`src/rtl/wb_ddr_arbiter.sv`:
```
`default_nettype none
// ============================================================================
// Module      : wb_ddr_arbiter
// Description : Two-master Wishbone arbiter in front of the DDR wrapper slave,
//               with locked bursts, alternating priority and wait timeout.
// Revision    : 1.0 - initial release
// ============================================================================
module wb_ddr_arbiter #(
  parameter int unsigned TIMEOUT = 1023
) (
  input  logic         cpu_clk,
  input  logic         rst,
  input  logic         m0_cyc_i,
  input  logic         m0_stb_i,
  input  logic         m0_we_i,
  input  logic [2:31]  m0_adr_i,
  input  logic [0:31]  m0_dat_i,
  input  logic [0:3]   m0_sel_i,
  output logic [0:31]  m0_dat_o,
  output logic         m0_ack_o,
  output logic         m0_err_o,
  input  logic         m1_cyc_i,
  input  logic         m1_stb_i,
  input  logic         m1_we_i,
  input  logic [2:31]  m1_adr_i,
  input  logic [0:31]  m1_dat_i,
  input  logic [0:3]   m1_sel_i,
  output logic [0:31]  m1_dat_o,
  output logic         m1_ack_o,
  output logic         m1_err_o,
  output logic         s_cyc_o,
  output logic         s_stb_o,
  output logic         s_we_o,
  output logic [2:31]  s_adr_o,
  output logic [0:31]  s_dat_o,
  output logic [0:3]   s_sel_o,
  input  logic [0:31]  s_dat_i,
  input  logic         s_ack_i
);

  typedef enum logic [1:0] {
    S_IDLE   = 2'd0,
    S_BUS_M0 = 2'd1,
    S_BUS_M1 = 2'd2,
    S_ABORT  = 2'd3
  } state_t;

  localparam logic [15:0] c_wait_last = 16'(TIMEOUT - 1);

  state_t      r_state;
  logic        r_last_grant;
  logic [15:0] r_wait_cnt;

  logic w_req0, w_req1, w_bus0, w_bus1, w_abort, w_stall, w_timeout;

  assign w_req0 = m0_cyc_i & m0_stb_i;
  assign w_req1 = m1_cyc_i & m1_stb_i;

  // Reset gates the decode so every output already reads 0 while rst is high.
  assign w_bus0  = (r_state == S_BUS_M0) & ~rst;
  assign w_bus1  = (r_state == S_BUS_M1) & ~rst;
  assign w_abort = (r_state == S_ABORT)  & ~rst;

  always_comb begin
    s_cyc_o  = 1'b0;
    s_stb_o  = 1'b0;
    s_we_o   = 1'b0;
    s_adr_o  = '0;
    s_dat_o  = '0;
    s_sel_o  = '0;
    m0_dat_o = '0;
    m0_ack_o = 1'b0;
    m0_err_o = 1'b0;
    m1_dat_o = '0;
    m1_ack_o = 1'b0;
    m1_err_o = 1'b0;
    if (w_bus0) begin
      s_cyc_o  = m0_cyc_i;
      s_stb_o  = m0_stb_i;
      s_we_o   = m0_we_i;
      s_adr_o  = m0_adr_i;
      s_dat_o  = m0_dat_i;
      s_sel_o  = m0_sel_i;
      m0_ack_o = s_ack_i & m0_stb_i;
      m0_dat_o = s_dat_i;
    end else if (w_bus1) begin
      s_cyc_o  = m1_cyc_i;
      s_stb_o  = m1_stb_i;
      s_we_o   = m1_we_i;
      s_adr_o  = m1_adr_i;
      s_dat_o  = m1_dat_i;
      s_sel_o  = m1_sel_i;
      m1_ack_o = s_ack_i & m1_stb_i;
      m1_dat_o = s_dat_i;
    end
    if (w_abort) begin
      m0_err_o = ~r_last_grant;
      m1_err_o = r_last_grant;
    end
  end

  assign w_stall   = s_stb_o & ~s_ack_i;
  assign w_timeout = w_stall & (r_wait_cnt == c_wait_last);

  always_ff @(posedge cpu_clk) begin
    if (rst) begin
      r_state      <= S_IDLE;
      r_last_grant <= 1'b1;
      r_wait_cnt   <= '0;
    end else begin
      r_wait_cnt <= w_stall ? r_wait_cnt + 16'd1 : 16'd0;
      case (r_state)
        S_IDLE: begin
          // On contention the master that did not win last time goes first.
          if (w_req0 & (~w_req1 | r_last_grant)) begin
            r_state      <= S_BUS_M0;
            r_last_grant <= 1'b0;
          end else if (w_req1) begin
            r_state      <= S_BUS_M1;
            r_last_grant <= 1'b1;
          end
        end
        S_BUS_M0: begin
          if (!m0_cyc_i)      r_state <= S_IDLE;
          else if (w_timeout) r_state <= S_ABORT;
        end
        S_BUS_M1: begin
          if (!m1_cyc_i)      r_state <= S_IDLE;
          else if (w_timeout) r_state <= S_ABORT;
        end
        default: r_state <= S_IDLE;
      endcase
    end
  end

endmodule
`default_nettype wire

```
`config.mk`:
```
export PLATFORM = sky130hd
export DESIGN_NAME = wb_ddr_arbiter
export DESIGN_NICKNAME = d
export VERILOG_FILES = /design/src/rtl/wb_ddr_arbiter.sv
export SDC_FILE = /design/constraint.sdc
export NUM_CORES = 1
export LEC_CHECK = 0
export BUFFER_PORTS_ARGS = -buffer_cell sky130_fd_sc_hd__buf_2
export CORE_AREA = 4 4 119 121
export CTS_BUF_LIST = sky130_fd_sc_hd__clkbuf_4
export DETAILED_ROUTE_END_ITERATION = 7
export DIE_AREA = 0 0 123 125
export PLACE_DENSITY = 0.47
export SLEW_MARGIN = 20
export SYNTH_ARGS = -nofsm -noshare
export SYNTH_HDL_FRONTEND = slang
export SYNTH_SLANG_ARGS = --single-unit
export TNS_END_PERCENT = 5
```
`constraint.sdc`:
```
create_clock -name cpu_clk -period 1.6 [get_ports cpu_clk]
set_input_delay 0 -clock cpu_clk [delete_from_list [all_inputs] [get_ports cpu_clk]]
set_output_delay 0 -clock cpu_clk [all_outputs]
set_load 0.01 [all_outputs]
```
==> Yosys cells after proc, flatten, opt, wreduce, memory -nomap -nowiden <==
Cells that the tools add are included.
{ "classes": {"n_addsub": 1, "eq_ne": 5, "mux": 28, "bitwise_logic": 16, "reduce_logical": 4} }
{ "op_table": {"columns": ["op", "count"], "rows": [
  ["two-way mux 32 bit", 5],
  ["two-way mux 30 bit", 2],
  ["adder 16 x 1 -> 16 bit (second input constant)", 1],
  ["equality test 16 x 10 -> 1 bit (second input constant)", 1],
  ["two-way mux 1 bit", 13],
  ["AND 1 bit", 10],
  ["two-way mux 2 bit", 5],
  ["two-way mux 4 bit", 2],
  ["one-hot mux 2 bit (3 select lines)", 1],
  ["inverter 1 bit", 5],
  ["equality test 2 bit (second input constant)", 2],
  ["!= test 3 bit (second input constant)", 1],
  ["equality test 2 x 1 -> 1 bit (second input constant)", 1],
  ["zero test 2 bit", 1],
  ["AND reduction 2 bit", 1],
  ["nonzero test 2 bit", 1],
  ["OR reduction 2 bit", 1],
  ["bitwise OR 1 bit", 1]
]} }
{ "word_totals": {"ff_bits": 19} }

==> Logic depth before layout (Yosys ltp) <==
Gate-level depths: netlist (run 1).
{ "logic_depth": {"depth_word": 9, "depth_mapped": 6, "mapped_depth_nobuf": 5} }

==> Worst setup path after synthesis (run 1) <==
OpenSTA, ideal clock, no wires.
{ "synth_timing": {"kind": "register to register", "startpoint": "register r_wait_cnt[2]", "endpoint": "register r_wait_cnt[13]", "arrival_time_ns": 1.547, "setup_slack_ns": -0.017, "stages_incl_launch_ff": 5, "n_path_buf": 0, "path_cell_list": "dfxtp_1 nand3_2 or4_4 or3_1 a21oi_1"} }
{ "synth_via": {"elab_chain_cells": 1} }
{ "synth_lines": {"columns": ["item", "line_no", "rtl"], "rows": [
  ["from (decl)", "52", "logic [15:0] r_wait_cnt;"],
  ["from (signal assigned)", "111", "r_wait_cnt <= w_stall ? r_wait_cnt + 16'd1 : 16'd0;"],
  ["adder 16 x 1 -> 16 bit", "111", null]
]} }
Every way passes these cells.
A chain may end at the register's enable or synchronous reset.

==> Worst setup path in the final report (run 1) <==
{ "layout_timing": {"startpoint": "register r_state[1]", "endpoint": "output port s_adr_o[9] (netlist name)"} }
{ "layout_via": {"elab_chain_cells": 4, "elab_cells_between_ends": 6, "cone_classes": "2 x eq/ne; 2 x mux; 2 x bitwise"} }
{ "layout_lines": {"columns": ["item", "line_no", "rtl"], "rows": [
  ["from (decl)", "50", "state_t r_state;"],
  ["from (signal assigned)", "107", "r_state <= S_IDLE;"],
  ["from (signal assigned)", "116", "r_state <= S_BUS_M0;"],
  ["from (signal assigned)", "119", "r_state <= S_BUS_M1;"],
  ["equality test 2 bit", "61", "assign w_bus1 = (r_state == S_BUS_M1) & ~rst;"],
  ["AND 1 bit", "61", null],
  ["two-way mux 30 bit", "86", "end else if (w_bus1) begin"],
  ["two-way mux 30 bit *", "77", "if (w_bus0) begin"],
  ["to (decl)", "34", "output logic [2:31] s_adr_o,"]
]} }
Mark *: on every way between the ends. The rest lies on a longest branch, timed or not.

==> results of run 1 <==
[Yosys cell counts, types with 2 or more instances]
| library cell | instances | share of area (%) |
|---|---|---|
| nand3_1 | 3 | 0.74 |
| clkbuf_1 | 17 | 3.1 |
| nand4_1 | 6 | 1.8 |
| buf_2 | 2 | 0.49 |
| ha_1 | 2 | 1.2 |
| or3_1 | 3 | 0.92 |
| nor2_1 | 19 | 3.5 |
| xnor2_1 | 7 | 3.0 |
| nand2_1 | 9 | 1.7 |
| dfxtp_1 | 19 | 19 |
| nor3_1 | 3 | 0.74 |
| nor2b_1 | 5 | 1.5 |
| xor2_1 | 5 | 2.1 |
| nand3b_1 | 2 | 0.74 |
| o21ai_0 | 4 | 0.98 |
| a22o_1 | 68 | 29 |
| and2_1 | 64 | 20 |
| nor4_1 | 3 | 0.92 |
| buf_1 | 5 | 0.92 |
| and3_1 | 3 | 0.92 |
| a21oi_1 | 5 | 1.2 |
| inv_1 | 2 | 0.37 |
[registers in the layout (all words and copies together) (netlist names)]
register      cells
r_wait_cnt       16
r_state           2
r_last_grant      1
[report_power, final]
| group | switching (mW) | total, mW | internal, mW |
|---|---|---|---|
| clock network | 0.145 | 0.259 | 0.114 |
| logic | 0.274 | 0.616 | 0.342 |
| registers | 0.00602 | 0.483 | 0.477 |
[final timing paths]
check | endpoint | startpoint | slack, ns | cells past startpoint
min reg2reg | r_wait_cnt[15]$_SDFF_PP0_ | r_wait_cnt[15]$_SDFF_PP0_ | 0.50 | 2
max | s_adr_o[9] | r_state[1]$_SDFFE_PP0P_ | -0.07 | 7
min | r_state[1]$_SDFFE_PP0P_ | m0_cyc_i | 0.03 | 3
max reg2reg | r_wait_cnt[15]$_SDFF_PP0_ | r_wait_cnt[4]$_SDFF_PP0_ | 0.08 | 4
[cell type report]
| class | count | area, sq um |
|---|---|---|
| diodes | 1 | 2.50 |
| flip-flops and latches | 19 | 397 |
| multi-input cells | 222 | 1610 |
| inverters | 2 | 7.51 |
| fillers | 1424 | 8750 |
| repair buffers | 338 | 2060 |
| clock buffers | 4 | 30.0 |
| well taps | 176 | 220 |
[routing by layer]
metal / part of all wire [%] / wire length [um] / GRT usage, % / vias up
li1: - / - / - / 1617
met1: 38 / 5220 / 17.9 / 1579
met2: 50 / 6780 / 27.9 / 128
met3: 9.9 / 1360 / 4.43 / 22
met4: 2.2 / 295 / 3.65 / 8
met5: 0.23 / 32 / 0 / -
[placed cells by master (no fill, tap or decap), types with 3 or more instances in the layout]
cell type	n
nor3_1	3
nand3_1	3
buf_12	5
dfxtp_2	10
a22o_1	67
o21ai_0	4
xor2_1	5
or3_1	3
clkbuf_4	4
nor2b_4	4
buf_6	21
buf_16	3
nor2_1	19
buf_2	287
xnor2_1	7
buf_4	20
dfxtp_1	8
a21oi_1	5
nand4_1	6
nand2_1	9
and2_1	62
nor4_1	3
[stage by stage]
stage | hold WS [ns] | worst slack, ns
after floorplan | 0.0475 | 0.0151
after global placement | 0.297 | 0.0587
after detailed placement | 0.299 | 0.0399
after CTS | 0.00495 | -0.106
after global routing | 0.0233 | -0.155
final | 0.0256 | -0.0748
[cell families (layout without fill, tap and decap cells)]
kind of cell	Yosys count	after routing	synth area share [%]
DFF	19	19	18.7
and+or+nand+nor	128	128	37.5
other	0	1	0
AOI/OAI and AO/OA	80	80	32.5
adders and majority gates	2	2	1.23
buffers and inverters	26	344	4.91
xor gates and xnor gates	12	12	5.16
[worst max-delay path, stage by stage, from the launching register on]
cell     delay, ns
dfxtp_4       0.38
nor2b_4       0.13
nor2b_4       0.13
buf_12        0.14
buf_6         0.12
buf_16        0.14
a22o_1        0.21
buf_2         0.14
[timing repair]
| item | in CTS | in global routing |
|---|---|---|
| buffers inserted | 6 | 1 |
| gates cloned | 4 | 1 |
| hold buffers | 0 | 0 |
| pin swaps | 21 | 20 |
| gates resized for setup | 28 | 27 |
| setup endpoints to repair | 134 | 138 |
==> metrics.txt, run 1 <==
status finished, violations left; failing checks setup timing; Die Y 125 um; Cell Area, Synth 2040 sq um; Rel. slew slack 79.9%; GRT Total Usage 15.5%; I/O pins 310; CTS H-Tree Depth 1; total gr overflow 0; Max VDD drop 0.000311 V; highest achievable clock rate 597 MHz; Final period util 105%; max-cap violation count 0; CTS tree done; Mapped Nets 442; share of cells above drive strength 1 62.9%; Setup crit end kind output pin; WP data arrival 1.67 ns; Pins Over Slew Limit 0; final setup fails 67; Static Leakage 2.39 nW; Max clock buf depth 2; Layout Nets 761; Skew-Pair Late Insertion Delay 0.29 ns; DIE WIDTH 123 um; die area 15400 sq um; Remaining DRCs 0; # rows 42; library cells used by synthesis 33; RSZ-0062 raised after global routing true; Primary FF master, synth dfxtp_1; Final Cell Area 4330 sq um; Design Power 1.36 mW; final wirelength 13700 um; skew final 0.00591 ns; Power Dens Cells 314 nW/um^2; critical path startpoint category flip-flop; Min-Delay Path Class in2reg; final setup margin -0.0748 ns; fin util 33.1%; non-filler instance count after layout 762; Synth Register Bits 19; Clk pin slew, worst setup/hold paths 0.10 ns; crit-path max FO 13; initial antenna violation count 4; pin count of the biggest net entering global routing 51; Worst Tran Pin Value 0.299 ns; placed cell areas 3920 sq um; Root Buffer Master clkbuf_4; vias per inst 4.40; Clock Sinks 19; asr flop ratio synth 0%; DRT iter0 DRCs 163; detailed placer's ending HPWL 11000 um; routability congestion estimate 0.863; Hold Fails Final Rpt 0; Starting Density 15.6%; required time worst endpoint 1.60 ns; Final min period 1.67 ns; WS Path Type reg2out; Mean Syn Cell Area 7.63 sq um; Post-Route Setup TNS -1.73 ns; I/O Buffers 309; Synth Instances 267; global-route wire length before repair 18700 um; Area Overhead vs Synth 113%; Inst Count DP 747; number of global-route vias before repair 3242; CTS Buf Count 3; DRT antenna net count 0; 1st-pass router iterations 6; Via Count 3354; Core Box Area 13100 sq um; Yosys Warn Count 0; WL/cell 18.0 um; EDFF count, synth 0; post-synthesis sequential area ratio 18.7%
No activity file was read; power rests on OpenSTA's default activity.
==> run 2: changes to the inputs <==
--- a/config.mk
+++ b/config.mk
@@ -11,6 +11,7 @@
 export DETAILED_ROUTE_END_ITERATION = 7
 export DIE_AREA = 0 0 123 125
 export PLACE_DENSITY = 0.47
+export SKIP_CTS_REPAIR_TIMING = 1
 export SLEW_MARGIN = 20
 export SYNTH_ARGS = -nofsm -noshare
 export SYNTH_HDL_FRONTEND = slang
==> metrics.txt, run 2 (synthesis results as in run 1) <==
Starting Density 15.6%; CTS tree done; Static Leakage 2.38 nW; number of global-route vias before repair 3140; Reg power frac 35.8%; Via Count 3377; I/O Buffers 309; 1st-pass router iterations 5; Rel. slew slack 80.0%; routability congestion estimate 0.863; most frequent cells in the layout buf_2 (297), a22o_1 (67), and2_1 (60); met1 GRT Util 16.7%; required time worst endpoint 1.60 ns; met2 usage 27.0%; WL/cell 18.0 um; share of cells above drive strength 1 63.0%; detailed placer's ending HPWL 11000 um; CTS H-Tree Depth 1; Die Y 125 um; CTS Buf Count 3; final setup margin -0.110 ns; Ant. Diodes 0; DIE WIDTH 123 um; Worst Tran Pin Value 0.297 ns; initial antenna violation count 4; Final period util 107%; Pins Over Slew Limit 0; status finished, violations left; Layout Nets 762; global route hottest layer met2; skew final 0.00222 ns; Clk pin slew, worst setup/hold paths 0.11 ns; WHS Path Cells 3; Switch Pwr 0.431 mW; max-cap violation count 0; Remaining DRCs 0; Area Overhead vs Synth 109%; switching part of the total 31.9%; Worst Reg-to-Reg Cells 4; Largest register FFs 16; R2R Setup Slk 0.05 ns; final setup fails 94; Skew-Pair Late Insertion Delay 0.29 ns; GR Util met3 3.88%; Logic pwr share 44.5%; Hold Fails Final Rpt 0; Biggest register r_wait_cnt; GRT Total Usage 14.5%; leading cell type in the layout, fill and taps excluded buf_2; crit-path max FO 7; WP data arrival 1.71 ns; Max clock buf depth 2; DRT iter0 DRCs 167; slowest CP cell dfxtp_4; highest achievable clock rate 585 MHz; total gr overflow 0; # rows 42; die area 15400 sq um; CP top delay family buffers and inverters; Max VDD drop 0.000314 V; Core Box Area 13100 sq um; I/O pins 310; CP Buf/Inv Count 4; failing checks setup timing; WS Path Type reg2out; crit path cell chain nor2b_4 > nor2b_4 > buf_12 > buf_12 > clkbuf_16 > a22o_1 > buf_2; Power Dens Cells 318 nW/um^2; pin count of the biggest net entering global routing 53; critical path startpoint category flip-flop; Setup crit end kind output pin; critical path depth in cells 7; Final min period 1.71 ns; CP max stage delay 0.39 ns; DRT antenna net count 0; Clock Power Share 19.7%; P_int 0.920 mW; Min-Delay Path Class in2reg; hold slack final 0.0132 ns; final wirelength 13700 um; vias per inst 4.43; Clock Sinks 19; global-route wire length before repair 17800 um; Root Buffer Master clkbuf_4; RSZ-0062 raised after global routing true; Top Registers r_wait_cnt x16, r_state x2, r_last_grant x1; Design Power 1.35 mW
-- run 2: cell count changes in the layout (fill, tap and decap cells not counted), moves of 2 or more --
cell / before / now
dfxtp_2: 10 / 8
and2_4: 2 / 4
clkbuf_16: 1 / 3
buf_6: 21 / 9
buf_16: 3 / 0
dfxtp_1: 8 / 10
buf_12: 5 / 7
buf_4: 20 / 22
and2_1: 62 / 60
buf_2: 287 / 297
-- run 2: worst min-delay path, stage by stage --
cell     delay [ns]
buf_2          0.13
nand4_1        0.08
o21ai_0        0.06
-- run 2: final cells by class --
cell class,count,area [sq um]
clock buffer,4,30.0
inverter,2,7.51
tap,176,220
fill,1431,8830
multi-input combinational,222,1620
sequential,19,394
timing repair buffer,339,1980
-- run 2: final timing paths --
path,from,endpoint
hold / removal,m0_cyc_i,r_state[1]$_SDFFE_PP0P_
setup reg to reg,r_wait_cnt[7]$_SDFF_PP0_,r_wait_cnt[15]$_SDFF_PP0_
hold reg to reg,r_wait_cnt[15]$_SDFF_PP0_,r_wait_cnt[15]$_SDFF_PP0_
setup / recovery,r_state[1]$_SDFFE_PP0P_,s_adr_o[13]
-- run 2: power by group through the flow --
stage | clock, mW | combinational [mW] | sequential (mW)
6_report | 0.267 | 0.601 | 0.483
4_1_cts | 0.280 | 0.555 | 0.484
3_5_place_dp | 0 | 0.550 | 0.494
5_1_grt | 0.305 | 0.647 | 0.485
3_3_place_gp | 0 | 0.549 | 0.494
2_1_floorplan | 0 | 0.185 | 0.494
-- run 2: layer usage --
metal  wire length, um  up-vias
met1              5110     1598
met4               189        8
met2              7060      137
li1                  -     1614
met5                32        -
met3              1320       20
-- run 2: per-stage QoR --
stage / std cells / util [%] / cell area, sq um / setup WS, ns / setup TNS, ns
after floorplan: 267 / - / 2040 / 0.0151 / 0
after global placement: 747 / 30.0 / 3920 / 0.0587 / 0
after detailed placement: 747 / 30.0 / 3920 / 0.0399 / 0
after CTS: 751 / 30.2 / 3950 / -0.328 / -21.15
after global routing: 762 / 32.5 / 4250 / -0.186 / -15.36
final: 762 / 32.5 / 4250 / -0.110 / -3.29
